<file path="src/rtl/rotary_pkg.sv">
// Shared types, default parameters and the value-update arithmetic for the rotary controller.
// Pure declarations: no clocked logic, no backpressure.
package rotary_pkg;

  typedef enum logic {
    IDLE   = 1'b0,
    NOTIFY = 1'b1
  } state_t;

  localparam int DEF_NUM_CH       = 4;
  localparam int DEF_WIDTH        = 8;
  localparam int DEF_ACCEL_WINDOW = 500000;
  localparam int DEF_ACCEL_STEP   = 4;

  // Adds a signed delta to an unsigned value of 'width' bits (width <= 32),
  // wrapping modulo 2^width or clamping to [0, 2^width-1].
  function automatic logic [31:0] apply_delta(input logic [31:0]        cur,
                                              input logic signed [33:0] delta,
                                              input int unsigned        width,
                                              input logic               wrap);
    logic signed [35:0] sum;
    logic signed [35:0] max_v;
    sum   = $signed({4'b0000, cur}) + $signed({{2{delta[33]}}, delta});
    max_v = (36'sd1 <<< width) - 36'sd1;
    if (wrap) begin
      return 32'(sum & max_v);
    end else if (sum < 36'sd0) begin
      return 32'd0;
    end else if (sum > max_v) begin
      return 32'(max_v);
    end else begin
      return 32'(sum);
    end
  endfunction

endpackage

</file>
<file path="src/rtl/rotary_if.sv">
// Update channel from the rotary controller to its consumer: valid/ready, one (channel, value) per beat.
// The master holds valid/ch/val stable until ready is seen high.
interface rotary_if #(
  parameter int NUM_CH = 4,
  parameter int WIDTH  = 8
);
  localparam int CH_W = $clog2(NUM_CH);

  logic              upd_valid;
  logic              upd_ready;
  logic [CH_W-1:0]   upd_ch;
  logic [WIDTH-1:0]  upd_val;

  modport master (
    output upd_valid,
    output upd_ch,
    output upd_val,
    input  upd_ready
  );

  modport slave (
    input  upd_valid,
    input  upd_ch,
    input  upd_val,
    output upd_ready
  );
endinterface

</file>
<file path="src/rtl/rotary_accel.sv">
// Step acceleration: counts cycles since the last step and reports the step magnitude for the current cycle.
// Magnitude is combinational from the registered gap; no backpressure.
module rotary_accel #(
  parameter int ACCEL_WINDOW = 500000,
  parameter int ACCEL_STEP   = 4,
  parameter int MAG_W        = 10
) (
  input  logic             clk,
  input  logic             rst_n,
  input  logic             step_evt,
  input  logic             ch_switch,
  output logic [MAG_W-1:0] mag
);
  localparam int            GW  = $clog2(ACCEL_WINDOW + 1);
  localparam logic [GW-1:0] WIN = GW'(ACCEL_WINDOW);

  logic [GW-1:0] gap_q, gap_d;

  // A fresh channel starts unaccelerated, so the switch outranks a same-cycle step.
  always_comb begin
    gap_d = gap_q;
    if (ch_switch) begin
      gap_d = WIN;
    end else if (step_evt) begin
      gap_d = '0;
    end else if (gap_q < WIN) begin
      gap_d = gap_q + GW'(1);
    end
  end

  always_ff @(posedge clk or negedge rst_n) begin
    if (!rst_n) begin
      gap_q <= WIN;
    end else begin
      gap_q <= gap_d;
    end
  end

  assign mag = (gap_q < WIN) ? MAG_W'(ACCEL_STEP) : MAG_W'(1);

endmodule

</file>
<file path="src/rtl/rotary_ctrl.sv">
// Rotary encoder controller: accumulates accelerated steps, applies them to the selected channel, button cycles channel.
// Step-to-update latency 1 cycle from IDLE; while the consumer stalls, steps and presses keep accumulating.
module rotary_ctrl
  import rotary_pkg::*;
#(
  parameter int  NUM_CH       = DEF_NUM_CH,
  parameter int  WIDTH        = DEF_WIDTH,
  parameter int  ACCEL_WINDOW = DEF_ACCEL_WINDOW,
  parameter int  ACCEL_STEP   = DEF_ACCEL_STEP,
  localparam int CH_W         = $clog2(NUM_CH)
) (
  input  logic                    clk,
  input  logic                    rst_n,
  input  logic                    step_cw,
  input  logic                    step_ccw,
  input  logic                    btn_press,
  input  logic                    wrap_en,
  output logic [CH_W-1:0]         ch_sel,
  output logic [NUM_CH*WIDTH-1:0] ch_val,
  rotary_if.master                upd
);
  localparam int                   PW     = WIDTH + 2;
  localparam logic signed [PW:0]   P_MAX  = (PW+1)'(2 ** WIDTH);
  localparam logic signed [PW:0]   P_MIN  = -P_MAX;
  localparam logic [CH_W-1:0]      CH_TOP = CH_W'(NUM_CH - 1);

  state_t                       state_q, state_d;
  logic [NUM_CH-1:0][WIDTH-1:0] ch_val_q, ch_val_d;
  logic [CH_W-1:0]              ch_sel_q, ch_sel_d;
  logic [CH_W-1:0]              upd_ch_q, upd_ch_d;
  logic [WIDTH-1:0]             upd_val_q, upd_val_d;
  logic                         upd_valid_q, upd_valid_d;
  logic signed [PW-1:0]         pending_q, pending_d;
  logic                         btn_pend_q, btn_pend_d;

  logic                         step_evt;
  logic                         ch_switch;
  logic [PW-1:0]                mag;
  logic signed [PW-1:0]         step_delta;
  logic signed [PW:0]           pend_sum;
  logic signed [PW-1:0]         pend_sat;
  logic [CH_W-1:0]              next_ch;
  logic [WIDTH-1:0]             new_val;

  // Simultaneous cw and ccw cancel out entirely, including the gap reset.
  assign step_evt = step_cw ^ step_ccw;

  rotary_accel #(
    .ACCEL_WINDOW (ACCEL_WINDOW),
    .ACCEL_STEP   (ACCEL_STEP),
    .MAG_W        (PW)
  ) u_accel (
    .clk       (clk),
    .rst_n     (rst_n),
    .step_evt  (step_evt),
    .ch_switch (ch_switch),
    .mag       (mag)
  );

  always_comb begin
    step_delta = '0;
    if (step_evt) begin
      step_delta = step_cw ? $signed(mag) : -$signed(mag);
    end
  end

  always_comb begin
    pend_sum = $signed({pending_q[PW-1], pending_q}) + $signed({step_delta[PW-1], step_delta});
    pend_sat = PW'(pend_sum);
    if (pend_sum > P_MAX) begin
      pend_sat = PW'(P_MAX);
    end else if (pend_sum < P_MIN) begin
      pend_sat = PW'(P_MIN);
    end
  end

  assign next_ch = (ch_sel_q == CH_TOP) ? '0 : ch_sel_q + CH_W'(1);
  assign new_val = WIDTH'(apply_delta(32'(ch_val_q[ch_sel_q]), 34'(pending_q), WIDTH, wrap_en));

  always_comb begin
    state_d     = state_q;
    ch_val_d    = ch_val_q;
    ch_sel_d    = ch_sel_q;
    upd_ch_d    = upd_ch_q;
    upd_val_d   = upd_val_q;
    upd_valid_d = upd_valid_q;
    pending_d   = pend_sat;
    btn_pend_d  = btn_pend_q | btn_press;
    ch_switch   = 1'b0;
    case (state_q)
      IDLE: begin
        // Steps drain before a switch so they land on the channel they were dialled on.
        if (pending_q != '0) begin
          ch_val_d[ch_sel_q] = new_val;
          upd_ch_d           = ch_sel_q;
          upd_val_d          = new_val;
          upd_valid_d        = 1'b1;
          pending_d          = step_delta;
          state_d            = NOTIFY;
        end else if (btn_pend_q) begin
          ch_sel_d    = next_ch;
          upd_ch_d    = next_ch;
          upd_val_d   = ch_val_q[next_ch];
          upd_valid_d = 1'b1;
          btn_pend_d  = btn_press;
          ch_switch   = 1'b1;
          state_d     = NOTIFY;
        end
      end
      NOTIFY: begin
        if (upd.upd_ready) begin
          upd_valid_d = 1'b0;
          state_d     = IDLE;
        end
      end
      default: state_d = IDLE;
    endcase
  end

  always_ff @(posedge clk or negedge rst_n) begin
    if (!rst_n) begin
      state_q     <= IDLE;
      ch_val_q    <= '0;
      ch_sel_q    <= '0;
      upd_ch_q    <= '0;
      upd_val_q   <= '0;
      upd_valid_q <= 1'b0;
      pending_q   <= '0;
      btn_pend_q  <= 1'b0;
    end else begin
      state_q     <= state_d;
      ch_val_q    <= ch_val_d;
      ch_sel_q    <= ch_sel_d;
      upd_ch_q    <= upd_ch_d;
      upd_val_q   <= upd_val_d;
      upd_valid_q <= upd_valid_d;
      pending_q   <= pending_d;
      btn_pend_q  <= btn_pend_d;
    end
  end

  assign ch_sel        = ch_sel_q;
  assign ch_val        = ch_val_q;
  assign upd.upd_valid = upd_valid_q;
  assign upd.upd_ch    = upd_ch_q;
  assign upd.upd_val   = upd_val_q;

endmodule

</file>
<file path="src/flat_wrapper.sv">
// flat-port wrapper written by rule: the top's interface ports become plain ports
module rotary_ctrl_flat import rotary_pkg::*;
#(
  parameter int  NUM_CH       = DEF_NUM_CH,
  parameter int  WIDTH        = DEF_WIDTH,
  parameter int  ACCEL_WINDOW = DEF_ACCEL_WINDOW,
  parameter int  ACCEL_STEP   = DEF_ACCEL_STEP,
  localparam int CH_W         = $clog2(NUM_CH)
)
  (clk, rst_n, step_cw, step_ccw, btn_press, wrap_en, ch_sel, ch_val, upd_upd_valid, upd_upd_ch, upd_upd_val, upd_upd_ready);
  rotary_if #(.NUM_CH(NUM_CH), .WIDTH(WIDTH)) upd_i ();
  input  logic clk;
  input  logic rst_n;
  input  logic step_cw;
  input  logic step_ccw;
  input  logic btn_press;
  input  logic wrap_en;
  output logic [CH_W-1:0] ch_sel;
  output logic [NUM_CH*WIDTH-1:0] ch_val;
  output wire logic [$bits(upd_i.upd_valid)-1:0] upd_upd_valid;
  output wire logic [$bits(upd_i.upd_ch)-1:0] upd_upd_ch;
  output wire logic [$bits(upd_i.upd_val)-1:0] upd_upd_val;
  input wire logic [$bits(upd_i.upd_ready)-1:0] upd_upd_ready;
  assign upd_upd_valid = upd_i.upd_valid;
  assign upd_upd_ch = upd_i.upd_ch;
  assign upd_upd_val = upd_i.upd_val;
  assign upd_i.upd_ready = upd_upd_ready;
  rotary_ctrl #(.NUM_CH(NUM_CH), .WIDTH(WIDTH), .ACCEL_WINDOW(ACCEL_WINDOW), .ACCEL_STEP(ACCEL_STEP)) u_core (.clk(clk), .rst_n(rst_n), .step_cw(step_cw), .step_ccw(step_ccw), .btn_press(btn_press), .wrap_en(wrap_en), .ch_sel(ch_sel), .ch_val(ch_val), .upd(upd_i));
endmodule
</file>
<file path="config.mk">
export PLATFORM = sky130hd
export DESIGN_NAME = rotary_ctrl_flat
export DESIGN_NICKNAME = d
export VERILOG_FILES = /design/src/rtl/rotary_pkg.sv /design/src/rtl/rotary_if.sv /design/src/rtl/rotary_accel.sv /design/src/rtl/rotary_ctrl.sv /design/src/flat_wrapper.sv
export SDC_FILE = /design/constraint.sdc
export NUM_CORES = 1
export LEC_CHECK = 0
export BUFFER_PORTS_ARGS = -buffer_cell sky130_fd_sc_hd__buf_4
export CORE_ASPECT_RATIO = 0.6
export CORE_MARGIN = 4
export CORE_UTILIZATION = 55
export CTS_CLUSTER_SIZE = 30
export DETAILED_ROUTE_END_ITERATION = 6
export HOLD_SLACK_MARGIN = 0.05
export PLACE_DENSITY_LB_ADDON = 0.25
export SLEW_MARGIN = 10
export SYNTH_ARGS = -nofsm -noshare
export SYNTH_HDL_FRONTEND = slang
export SYNTH_SLANG_ARGS = --single-unit
</file>
<file path="constraint.sdc">
create_clock -name clk -period 5 [get_ports clk]
set_input_delay 1 -clock clk [delete_from_list [all_inputs] [get_ports clk]]
set_output_delay 1 -clock clk [all_outputs]
set_load 0.05 [all_outputs]
</file>
==> tab_implementation.tex <==
\begin{tabular}{lr}
\hline
Metric & Value \\
\hline
\multicolumn{2}{l}{\textbf{Outcome}} \\
Outcome & complete, no violations \\
\multicolumn{2}{l}{\textbf{Cells and area}} \\
Non-filler instance count after layout & 646 \\
Layout net count & 566 \\
Antenna cells & 0 \\
Share of final-layout standard cells stronger than drive strength 1 & 0.195 \\
Area growth from synthesis to final layout & 16.4\% \\
\multicolumn{2}{l}{\textbf{Setup path}} \\
Minimum setup slack among reg-to-reg paths & 0.89 ns \\
Maximum fanout encountered on the critical timing path & 14 \\
Register-to-Register Path Depth & 10 \\
Worst EP arrival & 4.35 ns \\
CP required & 5.24 ns \\
Startpoint class of the critical path & register \\
Critical path start-end classification & reg -> reg \\
Worst Setup End Kind & register \\
\multicolumn{2}{l}{\textbf{Synthesis}} \\
Flip-flop cell with the highest count after synthesis & sky130\_fd\_sc\_hd\_\_dfrtp\_1 \\
Post-synth top area share & 0.370 \\
Mean cell area of the mapped netlist & 9.60 sq um \\
Yosys synthesis warning count & 0 \\
Top area cells in the synthesized netlist & sky130\_fd\_sc\_hd\_\_dfrtp\_1, sky130\_fd\_sc\_hd\_\_mux4\_2, sky130\_fd\_sc\_hd\_\_ha\_1, sky130\_fd\_sc\_hd\_\_o21ai\_0, sky130\_fd\_sc\_hd\_\_nand2\_1 \\
Post-synthesis cell area & 4670 sq um \\
Unique cell type count in the Yosys netlist & 55 \\
Number of flops mapped to enable cells by yosys & 0 \\
Fraction of the yosys area taken by sequential cells & 0.409 \\
Share of flip-flops with an asynchronous set or reset & 1.00 \\
Gate Count Post-Synth & 486 \\
Number of register bits inferred by synthesis & 76 \\
Synth Net Count & 519 \\
Largest area contributor in the netlist & sky130\_fd\_sc\_hd\_\_dfrtp\_1 \\
\multicolumn{2}{l}{\textbf{Flow run}} \\
Number of violations of the max-capacitance limit & 0 \\
\multicolumn{2}{l}{\textbf{Clock network}} \\
TritonCTS clock tree & yes \\
TritonCTS Sinks & 76 \\
Cts repair resizes & 0 \\
Total clock buffers created by CTS & 9 \\
Total number of H-tree levels & 3 \\
Cell at the root of the clock tree & sky130\_fd\_sc\_hd\_\_clkbuf\_16 \\
Count of hold buffers inserted by post-cts repair & 0 \\
Clock edge transition at the registers on the reported setup and hold paths & 0.06 ns \\
Buffers from clock root to sink, at most & 2 \\
Post-CTS Repair Setup Buffers & 0 \\
Latest clock arrival within the worst-skew pair & 0.34 ns \\
\multicolumn{2}{l}{\textbf{STA}} \\
Shortest period the worst path allows & 4.11 ns \\
Layout Skew & 0.00574 ns \\
Peak clock frequency supported by timing & 0.243 GHz \\
Endpoints failing hold & 0 \\
Summed negative setup slack over all endpoints & 0 ns \\
Worst-margin pin slew & 1.04 ns \\
Fin. max-slew vios & 0 \\
Fin crit share & 0.822 \\
Remaining max-slew budget at the tightest pin & 0.307 \\
Setup Viol. Count Final & 0 \\
Unrepaired setup endpoints after global routing & false \\
\multicolumn{2}{l}{\textbf{Drt}} \\
Detail-routed net length per standard cell & 19.7 microns \\
Drt total wl & 12.7 mm \\
Number of DRC markers after the initial detailed-route iteration & 469 \\
Avg Vias per Cell & 6.40 \\
Total DRC errors in the routed layout & 0 \\
Initial DRT Pass Iterations & 5 \\
Antenna-violating nets left & 0 \\
Total vias in the final route & 4132 \\
\multicolumn{2}{l}{\textbf{Place}} \\
Input/output buffers & 51 \\
Routability-driven placement congestion ratio & 0.930 \\
Number of cells after detailed placement & 630 \\
HPWL Detailed & 8.85 mm \\
\multicolumn{2}{l}{\textbf{Floorplanning}} \\
Height of the die & 79.4 microns \\
Die Area & 10100 sq um \\
Floorplan row count & 25 \\
Horizontal die dimension & 127 microns \\
Number of primary I/O pins & 52 \\
Core outline area & 8070 sq um \\
Starting density of the core & 0.578 \\
\multicolumn{2}{l}{\textbf{Global route}} \\
Maximum number of pins on one net before global-route repair & 77 \\
Via count of the first global-routing pass & 4001 \\
Wire length of the first global-routing pass & 21.2 mm \\
Total GRT Usage & 0.270 \\
Overall overflow remaining after global route & 0 \\
Initial antenna violation count & 0 \\
\multicolumn{2}{l}{\textbf{Hold path}} \\
WHS Path Cells & 2 \\
Min-Delay Path Class & reg -> reg \\
\hline
\end{tabular}
-- flip-flops by register name (all words and copies together) (netlist names) --
register	count
u_core.ch_val	32
u_core.u_accel.gap_q	19
u_core.pending_q	10
u_core.upd.upd_val	8
u_core.ch_sel	2
u_core.upd.upd_ch	2
u_core.btn_pend_q	1
u_core.state_q	1
u_core.upd.upd_valid	1
-- metal layers --
layer,part of all wire,track usage,vias to the layer above
met2,0.45,0.421,188
met1,0.45,0.382,2020
met5,0,0,-
met3,0.092,0.0766,20
met4,0.013,0.0525,0
li1,-,-,1904
-- placed cells by master, fill, tap and decap left out, drive strengths merged, types with 3 or more instances in the layout --
| cell | Yosys | routed |
|---|---|---|
| nor2b | 9 | 9 |
| nor4 | 5 | 5 |
| or3 | 3 | 3 |
| o21ai | 65 | 65 |
| nand2 | 66 | 66 |
| nor3b | 3 | 3 |
| ha | 24 | 24 |
| xnor2 | 11 | 11 |
| clkbuf | 17 | 12 |
| inv | 10 | 10 |
| or3b | 3 | 3 |
| dfrtp | 69 | 69 |
| clkinv | 0 | 3 |
| nor3 | 12 | 12 |
| and3 | 6 | 6 |
| xor2 | 10 | 10 |
| buf | 1 | 54 |
| nand3 | 12 | 12 |
| nand2b | 8 | 8 |
| a21o | 11 | 11 |
| a311oi | 3 | 3 |
| a22oi | 8 | 8 |
| mux4 | 16 | 16 |
| nor2 | 33 | 33 |
| nand4 | 10 | 10 |
| dfstp | 7 | 7 |
| o31ai | 6 | 6 |
| a21oi | 24 | 24 |
-- critical path, stage by stage (launching register included) --
cell and delay, ns:
sky130_fd_sc_hd__dfrtp_1 0.81, sky130_fd_sc_hd__mux4_2 0.62, sky130_fd_sc_hd__ha_1 0.23, sky130_fd_sc_hd__fa_1 0.41, sky130_fd_sc_hd__a21o_1 0.23, sky130_fd_sc_hd__a221oi_4 0.40
sky130_fd_sc_hd__o21ai_1 0.13, sky130_fd_sc_hd__a41o_1 0.36, sky130_fd_sc_hd__o21ai_0 0.26, sky130_fd_sc_hd__nand4_1 0.29, sky130_fd_sc_hd__o21ai_0 0.27
-- path summary, 6_finish.rpt --
kind,start,to
setup / recovery,u_core.ch_sel[0],u_core.upd.upd_val[5]
hold / removal,u_core.upd.upd_ch[0],u_core.upd.upd_ch[0]
setup reg to reg,u_core.ch_sel[0],u_core.upd.upd_val[5]
hold reg to reg,u_core.upd.upd_ch[0],u_core.upd.upd_ch[0]
max in group asynchronous,rst_n,u_core.state_q
min in group asynchronous,rst_n,u_core.ch_val[21]
-- cells in the mapped netlist, types with 8 or more instances --
library cell               instances
sky130_fd_sc_hd__xor2_1           10
sky130_fd_sc_hd__nor2_1           33
sky130_fd_sc_hd__nand2_1          66
sky130_fd_sc_hd__nor3_1           12
sky130_fd_sc_hd__dfrtp_1          69
sky130_fd_sc_hd__nand3_1          12
sky130_fd_sc_hd__a22oi_1           8
sky130_fd_sc_hd__nand2b_1          8
sky130_fd_sc_hd__nand4_1          10
sky130_fd_sc_hd__mux4_2           16
sky130_fd_sc_hd__nor2b_1           9
sky130_fd_sc_hd__o21ai_0          58
sky130_fd_sc_hd__ha_1             24
sky130_fd_sc_hd__xnor2_1          11
sky130_fd_sc_hd__a21o_1           11
sky130_fd_sc_hd__clkbuf_1         17
sky130_fd_sc_hd__a21oi_1          23
sky130_fd_sc_hd__inv_1            10
-- kinds of logic (layout without fill, tap and decap cells) --
family,count (synthesis),after routing,share of synthesized area
and+or+nand+nor,177,177,0.182
AOI/OAI and AO/OA,139,139,0.190
DFF,76,76,0.409
buffers and inverters,28,80,0.0228
adders and majority gates,26,26,0.0729
xor gates and xnor gates,21,21,0.0394
muxes,19,19,0.0839
-- final cells by class --
cell class | instances | area (sq um)
tap | 108 | 135
timing repair buffer | 54 | 405
clock buffer | 12 | 267
inverter | 10 | 37.5
multi-input combinational | 382 | 2660
sequential | 76 | 1910
fill | 618 | 2640
clock inverter | 4 | 22.5
-- through the flow --
step / hold WS [ns] / setup slack, ns / utilization / cell area [sq um]
2_1_floorplan: 0.497 / 0.981 / - / 4670
3_3_place_gp: 0.474 / 0.803 / 0.637 / 5140
3_5_place_dp: 0.485 / 0.598 / 0.637 / 5140
4_1_cts: 0.498 / 0.869 / 0.673 / 5430
5_1_grt: 0.511 / 0.677 / 0.673 / 5430
6_report: 0.496 / 0.890 / 0.673 / 5430
Power is not shown: default switching activity piles up to over one toggle a cycle in this logic, so the estimate is an artifact.
